<file path="src/rtl/equiv_pkg.sv">
// Shared types and constants for the exhaustive equivalence sweep controller.
package equiv_pkg;

   typedef enum logic [2:0] {
      IDLE,
      APPLY,
      WAIT,
      CHECK,
      DONE
   } state_t;

   localparam int FM_F = 0;
   localparam int FM_G = 1;
   localparam int FM_H = 2;
   localparam int FM_L = 3;

   localparam int NUM_VECS = 8;
   localparam logic [2:0] LAST_VEC = 3'(NUM_VECS - 1);

endpackage

</file>
<file path="src/rtl/ej5.sv">
// Four pairs of boolean expressions; each pair is two algebraically equivalent
// forms of the same function of A, B, C, so every pair should always agree.
module ej5 (
   input  logic [2:0] abc,
   output logic       f,
   output logic       fb,
   output logic       g,
   output logic       gb,
   output logic       h,
   output logic       hb,
   output logic       l,
   output logic       lb
);

   logic a;
   logic b;
   logic c;

   assign a = abc[2];
   assign b = abc[1];
   assign c = abc[0];

   assign f  = a & b;
   assign fb = ~(~a | ~b);

   assign g  = a ^ b;
   assign gb = (a & ~b) | (~a & b);

   // distributive law: C + AB == (C + A)(C + B)
   assign h  = c | (a & b);
   assign hb = (c | a) & (c | b);

   assign l  = ~(a & c);
   assign lb = ~a | ~c;

endmodule

</file>
<file path="src/rtl/equiv_sweep_ctrl.sv">
// Walks all eight {A,B,C} vectors through the ej5 pairs and records mismatches.
// Optional build macro EQUIV_PIPE_EN registers the datapath outputs before compare.
module equiv_sweep_ctrl
   import equiv_pkg::*;
#(
   parameter int unsigned HOLD_CYCLES = 1
) (
   input  logic       clk,
   input  logic       rst,
   input  logic       start,
   output logic       busy,
   output logic       done,
   output logic       pass,
   output logic [3:0] fail_mask,
   output logic [3:0] err_count,
   output logic [2:0] first_fail_vec,
   output logic [2:0] abc
);

   localparam logic [3:0] HOLD_LAST = 4'(HOLD_CYCLES - 1);

   state_t     state;
   logic [3:0] hold_cnt;
   logic [3:0] mism;

   logic f, fb, g, gb, h, hb, l, lb;
   logic cf, cfb, cg, cgb, ch, chb, cl, clb;

   ej5 u_dp (
      .abc (abc),
      .f   (f),
      .fb  (fb),
      .g   (g),
      .gb  (gb),
      .h   (h),
      .hb  (hb),
      .l   (l),
      .lb  (lb)
   );

`ifdef EQUIV_PIPE_EN
   // Registered copy of the pair outputs; the WAIT state gives it a cycle to settle.
   always_ff @(posedge clk) begin
      if (rst) begin
         {cf, cfb, cg, cgb, ch, chb, cl, clb} <= '0;
      end else begin
         {cf, cfb, cg, cgb, ch, chb, cl, clb} <= {f, fb, g, gb, h, hb, l, lb};
      end
   end
`else
   assign {cf, cfb, cg, cgb, ch, chb, cl, clb} = {f, fb, g, gb, h, hb, l, lb};
`endif

   assign mism[FM_F] = cf ^ cfb;
   assign mism[FM_G] = cg ^ cgb;
   assign mism[FM_H] = ch ^ chb;
   assign mism[FM_L] = cl ^ clb;

   always_ff @(posedge clk) begin
      if (rst) begin
         state          <= IDLE;
         abc            <= '0;
         hold_cnt       <= '0;
         busy           <= 1'b0;
         done           <= 1'b0;
         pass           <= 1'b0;
         fail_mask      <= '0;
         err_count      <= '0;
         first_fail_vec <= '0;
      end else begin
         case (state)
            IDLE: begin
               done <= 1'b0;
               if (start) begin
                  state          <= APPLY;
                  abc            <= '0;
                  hold_cnt       <= '0;
                  busy           <= 1'b1;
                  pass           <= 1'b0;
                  fail_mask      <= '0;
                  err_count      <= '0;
                  first_fail_vec <= '0;
               end
            end
            APPLY: begin
               if (hold_cnt == HOLD_LAST) begin
                  hold_cnt <= '0;
`ifdef EQUIV_PIPE_EN
                  state    <= WAIT;
`else
                  state    <= CHECK;
`endif
               end else begin
                  hold_cnt <= hold_cnt + 4'd1;
               end
            end
            WAIT: begin
               state <= CHECK;
            end
            CHECK: begin
               fail_mask <= fail_mask | mism;
               // err_count is still zero exactly until the first failing vector
               if (|mism) begin
                  if (err_count != 4'(NUM_VECS))
                     err_count <= err_count + 4'd1;
                  if (err_count == 4'd0)
                     first_fail_vec <= abc;
               end
               if (abc == LAST_VEC) begin
                  state <= DONE;
                  busy  <= 1'b0;
                  done  <= 1'b1;
                  pass  <= ((fail_mask | mism) == 4'd0);
               end else begin
                  abc   <= abc + 3'd1;
                  state <= APPLY;
               end
            end
            DONE: begin
               done  <= 1'b0;
               state <= IDLE;
            end
            default: begin
               state <= IDLE;
               busy  <= 1'b0;
               done  <= 1'b0;
            end
         endcase
      end
   end

endmodule

</file>
<file path="config.mk">
export PLATFORM = sky130hd
export DESIGN_NAME = equiv_sweep_ctrl
export DESIGN_NICKNAME = d
export VERILOG_FILES = /design/src/rtl/equiv_pkg.sv /design/src/rtl/ej5.sv /design/src/rtl/equiv_sweep_ctrl.sv
export SDC_FILE = /design/constraint.sdc
export NUM_CORES = 1
export LEC_CHECK = 0
export CAP_MARGIN = 25
export CORE_MARGIN = 2
export CORE_UTILIZATION = 60
export CTS_BUF_LIST = sky130_fd_sc_hd__clkbuf_8
export CTS_CLUSTER_DIAMETER = 80
export DETAILED_ROUTE_END_ITERATION = 8
export DONT_BUFFER_PORTS = 1
export PLACE_DENSITY = 0.76
export SETUP_SLACK_MARGIN = 0.15
export SLEW_MARGIN = 20
export SYNTH_ARGS = -nofsm -noshare
export SYNTH_HDL_FRONTEND = slang
export SYNTH_SLANG_ARGS = --single-unit
export TNS_END_PERCENT = 100
</file>
<file path="constraint.sdc">
create_clock -name clk -period 2 [get_ports clk]
set_input_delay 0.4 -clock clk [delete_from_list [all_inputs] [get_ports clk]]
set_output_delay 0.4 -clock clk [all_outputs]
set_load 0.005 [all_outputs]
</file>
# After elaboration in Yosys (flattened, before gate mapping)
# Index checks and enable logic that the tools add are counted.
# word_totals
ff_bits	24
input_bits	3
out_inout_bits	17
wordCells	92
# classes
addsub	3
eq_ne	13
n_mux	25
bitwise	24
reduce_logical	18
# op_table
cell	n
$pmux W4 S2	3
$mux W3	7
$mux W4	4
$ne A2 B2 Y1 const B	7
$logic_not A4 Y1	3
$pmux W3 S2	2
$pmux W3 S4	1
$reduce_and A3 Y1	3
$add A4 B1 Y4 const B	2
$reduce_and A2 Y1	4
$reduce_and A4 Y1	2
$not A1 Y1	7
$eq A3 B2 Y1 const B	2
$eq A3 B3 Y1 const B	2
$or A1 B1 Y1	6
$and A1 B1 Y1	5
$mux W1	5
$xor A1 B1 Y1	5
$ne A4 B4 Y1 const B	1
$or A4 B4 Y4	1
$pmux W1 S2	2
$reduce_bool A2 Y1	2
$reduce_or A4 Y1	1
$add A3 B1 Y3 const B	1
other kinds (5)	5

# Longest topological paths before layout
# Gate-level depths: netlist (run 1).
# logic_depth
ltp_word	8
depth_mapped	7
mapped_depth_nobuf	6

# By module
# A second synthesis (run 1) with hierarchy kept.
# unflattened
cells_unflattened	146
hier_area_um2	1305.0
# modules_own_cells
mod	instances	cells_per_inst	area_per_inst_um2	seq_area_each_um2
equiv_sweep_ctrl	1	139	1251.2	480.5
ej5	1	7	53.8	0.0

# Worst setup path before layout (run 1)
# OpenSTA, ideal clock, no wires.
# synth_timing
path_type	flip-flop to flip-flop
from	register abc[0]
to	register first_fail_vec[2]
setup_time_ps	116
arrival_time_ps	1728
required_ps	1884
setup_slack_ps	156
stages_incl_launch_ff	8
n_path_buf	1
period_less_slack_ps	1844
path_cell_list	dfxtp_1 -> inv_1 -> ha_1 -> nor3_1 -> a221oi_2 -> buf_2 -> or2_4 -> a31o_1
# synth_between
elab_chain_cells	6
word_cells_on_any_way	13
cone_classes	eq/ne (1); bitwise (10); reduce/logical (2)
# synth_rtl
item	line_no	rtl
start, declared	equiv_sweep_ctrl.sv:17	output logic [2:0] abc
start signal, assigned	equiv_sweep_ctrl.sv:115	abc <= abc + 3'd1;
$or A1 B1 Y1 (tied with other cells)	ej5.sv:31	assign hb = (c | a) & (c | b);
$and A1 B1 Y1 (tied with other cells)	ej5.sv:31	
$xor A1 B1 Y1, on equally long branches	equiv_sweep_ctrl.sv:56, equiv_sweep_ctrl.sv:57	
$reduce_or A4 Y1 (*)	equiv_sweep_ctrl.sv:103	if (|mism) begin
$ne A2 B2 Y1 (no line) (*)	--	
$reduce_and A4 Y1 (no line) (*)	--	
end signal, assigned	equiv_sweep_ctrl.sv:69	first_fail_vec <= '0;
end signal, assigned	equiv_sweep_ctrl.sv:82	first_fail_vec <= '0;
end signal, assigned	equiv_sweep_ctrl.sv:107	first_fail_vec <= abc;
end, declared	equiv_sweep_ctrl.sv:16	output logic [2:0] first_fail_vec,
# Every way passes the cells marked *; elsewhere a longest branch is shown, timed or not.
# A chain may end at the register's enable or synchronous reset.

# Worst setup path after layout (run 1)
# layout_timing
from	register abc[0]
to	register err_count[3]
# layout_between
elab_chain_cells	6
word_cells_on_any_way	13
cone_classes	eq/ne (1); bitwise (10); reduce/logical (2)
# layout_rtl
item	line_no	rtl
$or A1 B1 Y1 (tied with other cells)	ej5.sv:31	
$and A1 B1 Y1 (tied with other cells)	ej5.sv:31	
$xor A1 B1 Y1, on equally long branches	equiv_sweep_ctrl.sv:56, equiv_sweep_ctrl.sv:57	
$reduce_or A4 Y1 (*)	equiv_sweep_ctrl.sv:103	
$ne A2 B2 Y1 (no line) (*)	--	
$reduce_and A4 Y1 (no line) (*)	--	
end signal, assigned	equiv_sweep_ctrl.sv:105	err_count <= err_count + 4'd1;
end, declared	equiv_sweep_ctrl.sv:15	output logic [3:0] err_count,
# Marks and branches as above.

==> impl_results.md, run 1 <==
* EDFF count, synth at 0
* Vias/cell at 6.03
* Leak Pwr at 0.000558 µW
* Post-route ant nets at 0
* Worst Setup EP: err_count[3]$_SDFFE_PP0P_
* Syn. warnings at 0
* Skew-Pair Late Insertion Delay at 260 ps
* FFs w/ async S/R, synth at 0%
* Top cells by area, synth: dfxtp_1 38%, ha_1 6.8%, o41ai_2 3.8%
* Inserted Clock Buffers at 3
* Met3 WL at between 100 and 150 µm
* GP Congestion at 0.844
* Post-Synth Adder-Cell Area at 6.84%
* Startpoint class of the critical path: flip-flop
* Final setup vio count at 0
* Total power at ~960 µW
* NumNets Final at between 150 and 200
* Fin cells at 174
* Levels on crit path at 7
* Slew @ Worst Pin at around 430 ps
* H-tree depth at 1
* Area after DPL at about 0.0013 mm²
* Post-Route WL at between 2000 and 3000 µm
* Final Util at 73.4%
* Row cnt at 16
* Max stage delay on crit path at about 480 ps
* Top-area cell type share of the netlist area at a little under two fifths
* Synth Net Count at 148
* Final Cycle Share at around nine tenths
* Crit path DAT at 2000 ps
* CTS Sinks at 24
* I/O pins at 20
* Area Growth Syn to Fin at 13.6%
* RSZ-0062 raised after global routing: true
* Die Area at 0.00252 mm²
* Max-slew violations at 0
* Largest net degree at the start of global routing at 20
* Most instantiated cells after synthesis: 24 x dfxtp_1, 11 x nor2_1, 9 x inv_1
* CTS Hold Bufs at 0
* CTS root buf: clkbuf_8
* Setup_tns at 0 ps
* TritonCTS clock tree: built
* Via count at 1049
* Setup crit start: abc[0]$_SDFFE_PP0P_
* RR Endpoint: err_count[3]$_SDFFE_PP0P_
* Worst slew margin at 70.7%
* Complex-gate fraction of the synthesized area at ~23%
* Hpwl dp at 1810 µm
* Status: complete, no violations
* Max cap viols at 0
* Crit path cell chain: inv_1 -> ha_4 -> nor3_4 -> a221oi_2 -> buf_4 -> or4_1 -> a21oi_2
* Number of detailed-route iterations in the first pass at 4
* Maximum vdd drop at 469 µV
* Flop-to-flop setup slack at slightly above 200 ps
* M1 WL at 1260 µm
* DIE WIDTH at approximately 50 µm
* Simple-gate share of the synthesized area at 23.3%
* Max Buffers Root-to-Sink at 2
* FMAX at between 0.5 and 0.6 GHz
* Core footprint at 0.00198 mm²
* Initial core utilization at 64.6%
* Crit end category: flip-flop
* Design area at 0.00145 mm²
* Most frequent cell after synthesis: dfxtp_1
* Sequential area share after synthesis at 37.5%
* Max Clock Skew at 1.56 ps
* Hold violation count in the final report at 0
* Yosys cell types at 46
* Critical Path RT at ~2200 ps
* Vias in the first global route at 979
* Largest area contributor in the netlist: dfxtp_1
* PD cells at roughly 660 mW/mm²
* Die Ht at approximately 50 µm
* Residual DRC at 0
* Worst min path class: in -> reg
* XOR/XNOR share of the synthesized area at 0.684%
* Worst Setup Path Type: reg -> reg
* WL per Instance at 15.3 µm
* I/O Buffers at 0
* Dominant synthesized flop cell: dfxtp_1
* Top Layer Used: met4
* R2R cell count at 7
* Netlist Area Pre-Place at 0.00128 mm²
* GRT Overall Usage at 21.8%
* Met2 routed WL at 1250 µm
* Placed Cells incl. Taps at 167
* WHS Path Cells at 1
* Crit path max fanout at 11
* Crit path buffers/inverters at 2
* Crit-path slowest cell: or4_1
* Layout cell share with drive strength beyond 1 at 20.4%
* Grt total ovfl at 0
* DR iter-0 viols at 14
* Initial antenna violation count at 0
* Synth Area per Inst at 9.28 µm²
* Worst-path clk slew at 80 ps
* Cell count after synthesis at 138
* Largest family of logic cells by synthesized area: simple AND/OR/NAND/NOR gates
* Synthesized flop and latch total at 24
* Min Tclk post-route at 1800 ps
* Inserted Diodes at 0
* CP top delay family: simple AND/OR/NAND/NOR gates
* Worst reg2reg startpoint: abc[0]$_SDFFE_PP0P_
* Post-synthesis mux area share at ~2.4%
* First-pass GRT wire length at 4280 µm
-- flip-flops by register name, indices dropped and copies added (netlist names), 3 cells and up --
name,cells
state,3
abc,3
fail_mask,4
hold_cnt,4
first_fail_vec,3
err_count,4
-- worst min path at each step --
stage | startpoint | to | slack [ps]
detailed placement | rst | fail_mask[2]$_SDFFE_PP0P_ | 470
floorplan | fail_mask[2]$_SDFFE_PP0P_ | fail_mask[2]$_SDFFE_PP0P_ | 470
global placement | rst | fail_mask[2]$_SDFFE_PP0P_ | 470
CTS | rst | hold_cnt[3]$_SDFFE_PP0P_ | 190
finish | rst | hold_cnt[3]$_SDFFE_PP0P_ | 200
global route | rst | hold_cnt[3]$_SDFFE_PP0P_ | 180
-- area by class of cell --
| cell class | instances | area (µm²) |
|---|---|---|
| multi-input cells | 97 | 757 |
| flip-flops and latches | 24 | 480 |
| repair buffers | 12 | 90.1 |
| fillers | 133 | 528 |
| inverters | 10 | 37.5 |
| well taps | 27 | 33.8 |
| clock buffers | 4 | 55.1 |
-- metal layers --
layer / global-route usage, % / vias up
li1: - / 524
met1: 29.0 / 495
met2: 34.0 / 25
met3: 5.65 / 5
met4: 7.87 / 0
met5: 0 / -
-- kinds of logic (layout without fill, tap and decap cells) --
group / count (synthesis) / after routing
adder cells (fa/ha/maj): 7 / 7
AND/OR/NAND/NOR: 50 / 50
buffers and inverters: 17 / 26
AO/OA/AOI/OAI: 36 / 36
multiplexers: 3 / 3
XOR/XNOR: 1 / 1
flip-flops: 24 / 24
-- repair_timing --
action / CTS / global route
buffers inserted: 0 / 3
gates resized for setup: 1 / 5
endpoints found under the setup margin: 3 / 4
pin swaps: 0 / 2
-- worst reg2reg max path, stage by stage, from the launching register on --
cell and delay, ps:
dfxtp_1 340, inv_1 100, ha_4 190, nor3_4 180, a221oi_2 90, buf_4 180
or4_1 490, a21oi_2 160
-- power by group --
group	switching (µW)	total, µW	internal, µW	leakage, µW
Combinational	74.6	137	62.6	0.000335
Sequential	9.98	496	486	0.000194
Clock	148	324	176	0.0000288
Total	233	957	724	0.000558
-- placed cells by master, fill, tap and decap left out, types with 2 or more instances in the layout --
cell	n
a21o_1	2
a21oi_1	5
a21oi_2	2
and2_1	2
and3_1	3
buf_4	12
clkbuf_8	4
dfxtp_1	24
ha_1	6
inv_1	9
mux2i_1	2
nand2_1	5
nand3_1	3
nand3b_1	4
nor2_1	11
nor3_1	5
nor3b_1	2
nor4_1	3
o211ai_1	4
o21a_1	2
o21ai_0	6
o31ai_1	2
o41ai_2	3
or3b_1	2
or4_1	2
-- through the flow --
step / hold WS, ps / setup WS, ps
2_1_floorplan: 465 / 156
6_report: 196 / 202
5_1_grt: 180 / 126
3_3_place_gp: 472 / 228
3_5_place_dp: 474 / 126
4_1_cts: 187 / 168
No activity file was read; power rests on OpenSTA's default activity.
==> inputs of run 2 (changes only) <==
--- a/config.mk
+++ b/config.mk
@@ -7,12 +7,11 @@
 export LEC_CHECK = 0
 export CAP_MARGIN = 25
 export CORE_MARGIN = 2
-export CORE_UTILIZATION = 60
+export CORE_UTILIZATION = 45
 export CTS_BUF_LIST = sky130_fd_sc_hd__clkbuf_8
 export CTS_CLUSTER_DIAMETER = 80
 export DETAILED_ROUTE_END_ITERATION = 8
 export DONT_BUFFER_PORTS = 1
-export PLACE_DENSITY = 0.76
 export SETUP_SLACK_MARGIN = 0.15
 export SLEW_MARGIN = 20
 export SYNTH_ARGS = -nofsm -noshare
==> run 2 against run 1 <==
Fmax up 2.5%; die area increased by 31%; wire length grew 3.7%; largest cell class unchanged.
==> impl_results.md, run 2 (synthesis gave the netlist of run 1 again) <==
* GR Util met3 at 6.12% (+0.47 points)
* Core footprint at 0.00273 mm² (+38%)
* CTS root buf: clkbuf_8
* NumNets Final at 159 (+0.63%)
* Hold violation count in the final report at 0 (unchanged)
* Vias/cell at 5.85 (-3.0%)
* DR iter-0 viols at 40 (+26)
* Row cnt at 19 (+3)
* Inserted Clock Buffers at 3 (unchanged)
* I/O Buffers at 0 (unchanged)
* Min Tclk post-route at 1750 ps (-43.3 ps)
* Hpwl dp at 1940 µm (+7.6%)
* Largest registers: err_count x4, fail_mask x4, hold_cnt x4
* Total power at 959 µW (+0.24%)
* Crit-path slowest cell: or4_1
* Worst-path clk slew at 80 ps (about the same)
* Crit path DAT at 1950 ps (-50 ps)
* Flop-to-flop setup slack at 250 ps (+40 ps)
* GRT Overall Usage at 17.5% (-4.3 points)
* H-tree depth at 1 (unchanged)
* Setup_tns at 0 ps (unchanged)
* Crit path max fanout at 5 (-6)
* Most used routing layer: met2
* R2R cell count at 7 (unchanged)
* Largest net degree at the start of global routing at 20 (unchanged)
* Crit end category: flip-flop
* CTS Hold Bufs at 0 (unchanged)
* Routing usage on met2 at 25.5% (-8.5 points)
* Area after DPL at 0.00135 mm² (+0.93%)
* Layout cell share with drive strength beyond 1 at 21.6% (+1.2 points)
* I/O pins at 20 (unchanged)
* Max cap viols at 0 (unchanged)
* WHS Endpoint: abc[1]$_SDFFE_PP0P_
* Max-slew violations at 0 (unchanged)
* Area Growth Syn to Fin at 14.4%
* RSZ-0062 raised after global routing: false
* Most frequent cells in the layout: 23 x dfxtp_1, 12 x buf_4, 11 x nor2_1, 9 x inv_1
* Final Cycle Share at 87.7% (-2.2 points)
* Initial core utilization at 46.8% (-18 points)
* Max stage delay on crit path at 480 ps (about the same)
* Critical Path RT at 2200 ps (about the same)
* Slew @ Worst Pin at 404 ps (-30.4 ps)
* Worst reg2reg startpoint: abc[1]$_SDFFE_PP0P_
* Post-Route WL at 2760 µm (+3.7%)
* Worst Setup Path Type: reg -> reg
* Commonest non-fill, non-tap cell in the layout: dfxtp_1
* Post-route ant nets at 0 (unchanged)
* Final setup vio count at 0 (unchanged)
* CP top delay family: simple AND/OR/NAND/NOR gates
* Die Area at 0.00329 mm² (+31%)
* GP Congestion at 0.808 (-4.3%)
* Crit path cell chain: inv_1 -> ha_4 -> nor3_2 -> a221oi_2 -> buf_4 -> or4_1 -> a21oi_1
* Residual DRC at 0 (unchanged)
* CTS Sinks at 24 (unchanged)
* Leak Pwr at 0.000559 µW (+0.17%)
* Number of detailed-route iterations in the first pass at 4 (unchanged)
* Design area at 0.00146 mm² (+0.69%)
* Startpoint class of the critical path: flip-flop
* Maximum vdd drop at 574 µV (+22%)
* Inserted Diodes at 0 (unchanged)
* Skew-Pair Late Insertion Delay at 260 ps (about the same)
* # fillers at 238 (+79%)
* Vias in the first global route at 980 (+0.10%)
* Grt total ovfl at 0 (unchanged)
* Max Clock Skew at 3.22 ps (+1.66 ps)
* First-pass GRT wire length at 4400 µm (+2.9%)
* Worst slew margin at 72.8% (+2.0 points)
* Max Buffers Root-to-Sink at 2 (unchanged)
* Status: complete, no violations
* PD cells at 655 mW/mm² (-0.45%)
* Worst min path class: in -> reg
* WL per Instance at 15.4 µm (+0.83%)
* Final Util at 53.5% (-20 points)
* Crit path buffers/inverters at 2 (unchanged)
* Via count at 1047 (-0.19%)
* Grt met1 use at 23.4% (-5.5 points)
* FMAX at 0.570 GHz (+2.5%)
* Die Ht at 57.3 µm (+14%)
* Initial antenna violation count at 0 (unchanged)
* TritonCTS clock tree: built
* RR Endpoint: err_count[0]$_SDFFE_PP0P_
* DIE WIDTH at 57.3 µm (+14%)
* Hold Startpoint: rst
* WHS Path Cells at 1 (unchanged)
## run 2: layer usage
metal | vias to the layer above | wire, µm
met5 | - | 0
met4 | 0 | 55
met3 | 6 | 126
met2 | 23 | 1230
met1 | 491 | 1350
li1 | 527 | -
## run 2: area by class of cell
cell class,count,area (µm²),share of cell area [%]
flip-flops and latches,24,482,32.9
clock buffers,4,55.1,3.76
well taps,31,38.8,2.65
inverters,10,37.5,2.56
repair buffers,13,101,6.92
multi-input cells,97,749,51.2
## run 2: power by group
group / internal [µW] / switching, µW / leakage [µW]
clock: 176 / 146 / 0.0000288
sequential: 486 / 10.4 / 0.000195
combinational: 65.9 / 75.9 / 0.000336
## run 2: worst reg2reg max path: stages (launching register included)
cell	delay, ps
dfxtp_2	330
inv_1	90
ha_4	190
nor3_2	190
a221oi_2	110
buf_4	170
or4_1	480
a21oi_1	130
## run 2: how the worst max path moves through the flow
stage | from | to | depth (start not counted)
after floorplan | abc[0]$_SDFFE_PP0P_ | first_fail_vec[2]$_SDFFE_PP0P_ | 7
after global placement | abc[0]$_SDFFE_PP0P_ | err_count[3]$_SDFFE_PP0P_ | 7
after detailed placement | abc[0]$_SDFFE_PP0P_ | err_count[0]$_SDFFE_PP0P_ | 7
after CTS | abc[0]$_SDFFE_PP0P_ | err_count[0]$_SDFFE_PP0P_ | 7
after global routing | abc[1]$_SDFFE_PP0P_ | err_count[3]$_SDFFE_PP0P_ | 7
final | abc[1]$_SDFFE_PP0P_ | err_count[0]$_SDFFE_PP0P_ | 7
## run 2: timing repair
| item | CTS | global route |
|---|---|---|
| endpoints found under the setup margin | 0 | 6 |
| gates resized for setup | 0 | 6 |
| buffers inserted | 0 | 2 |
## run 2: metrics by stage
stage	cells	hold WS, ps	setup WS (ps)
CTS	176	186	156
finish	179	192	245
global route	179	175	136
global placement	172	472	226
detailed placement	172	475	179
floorplan	138	465	156
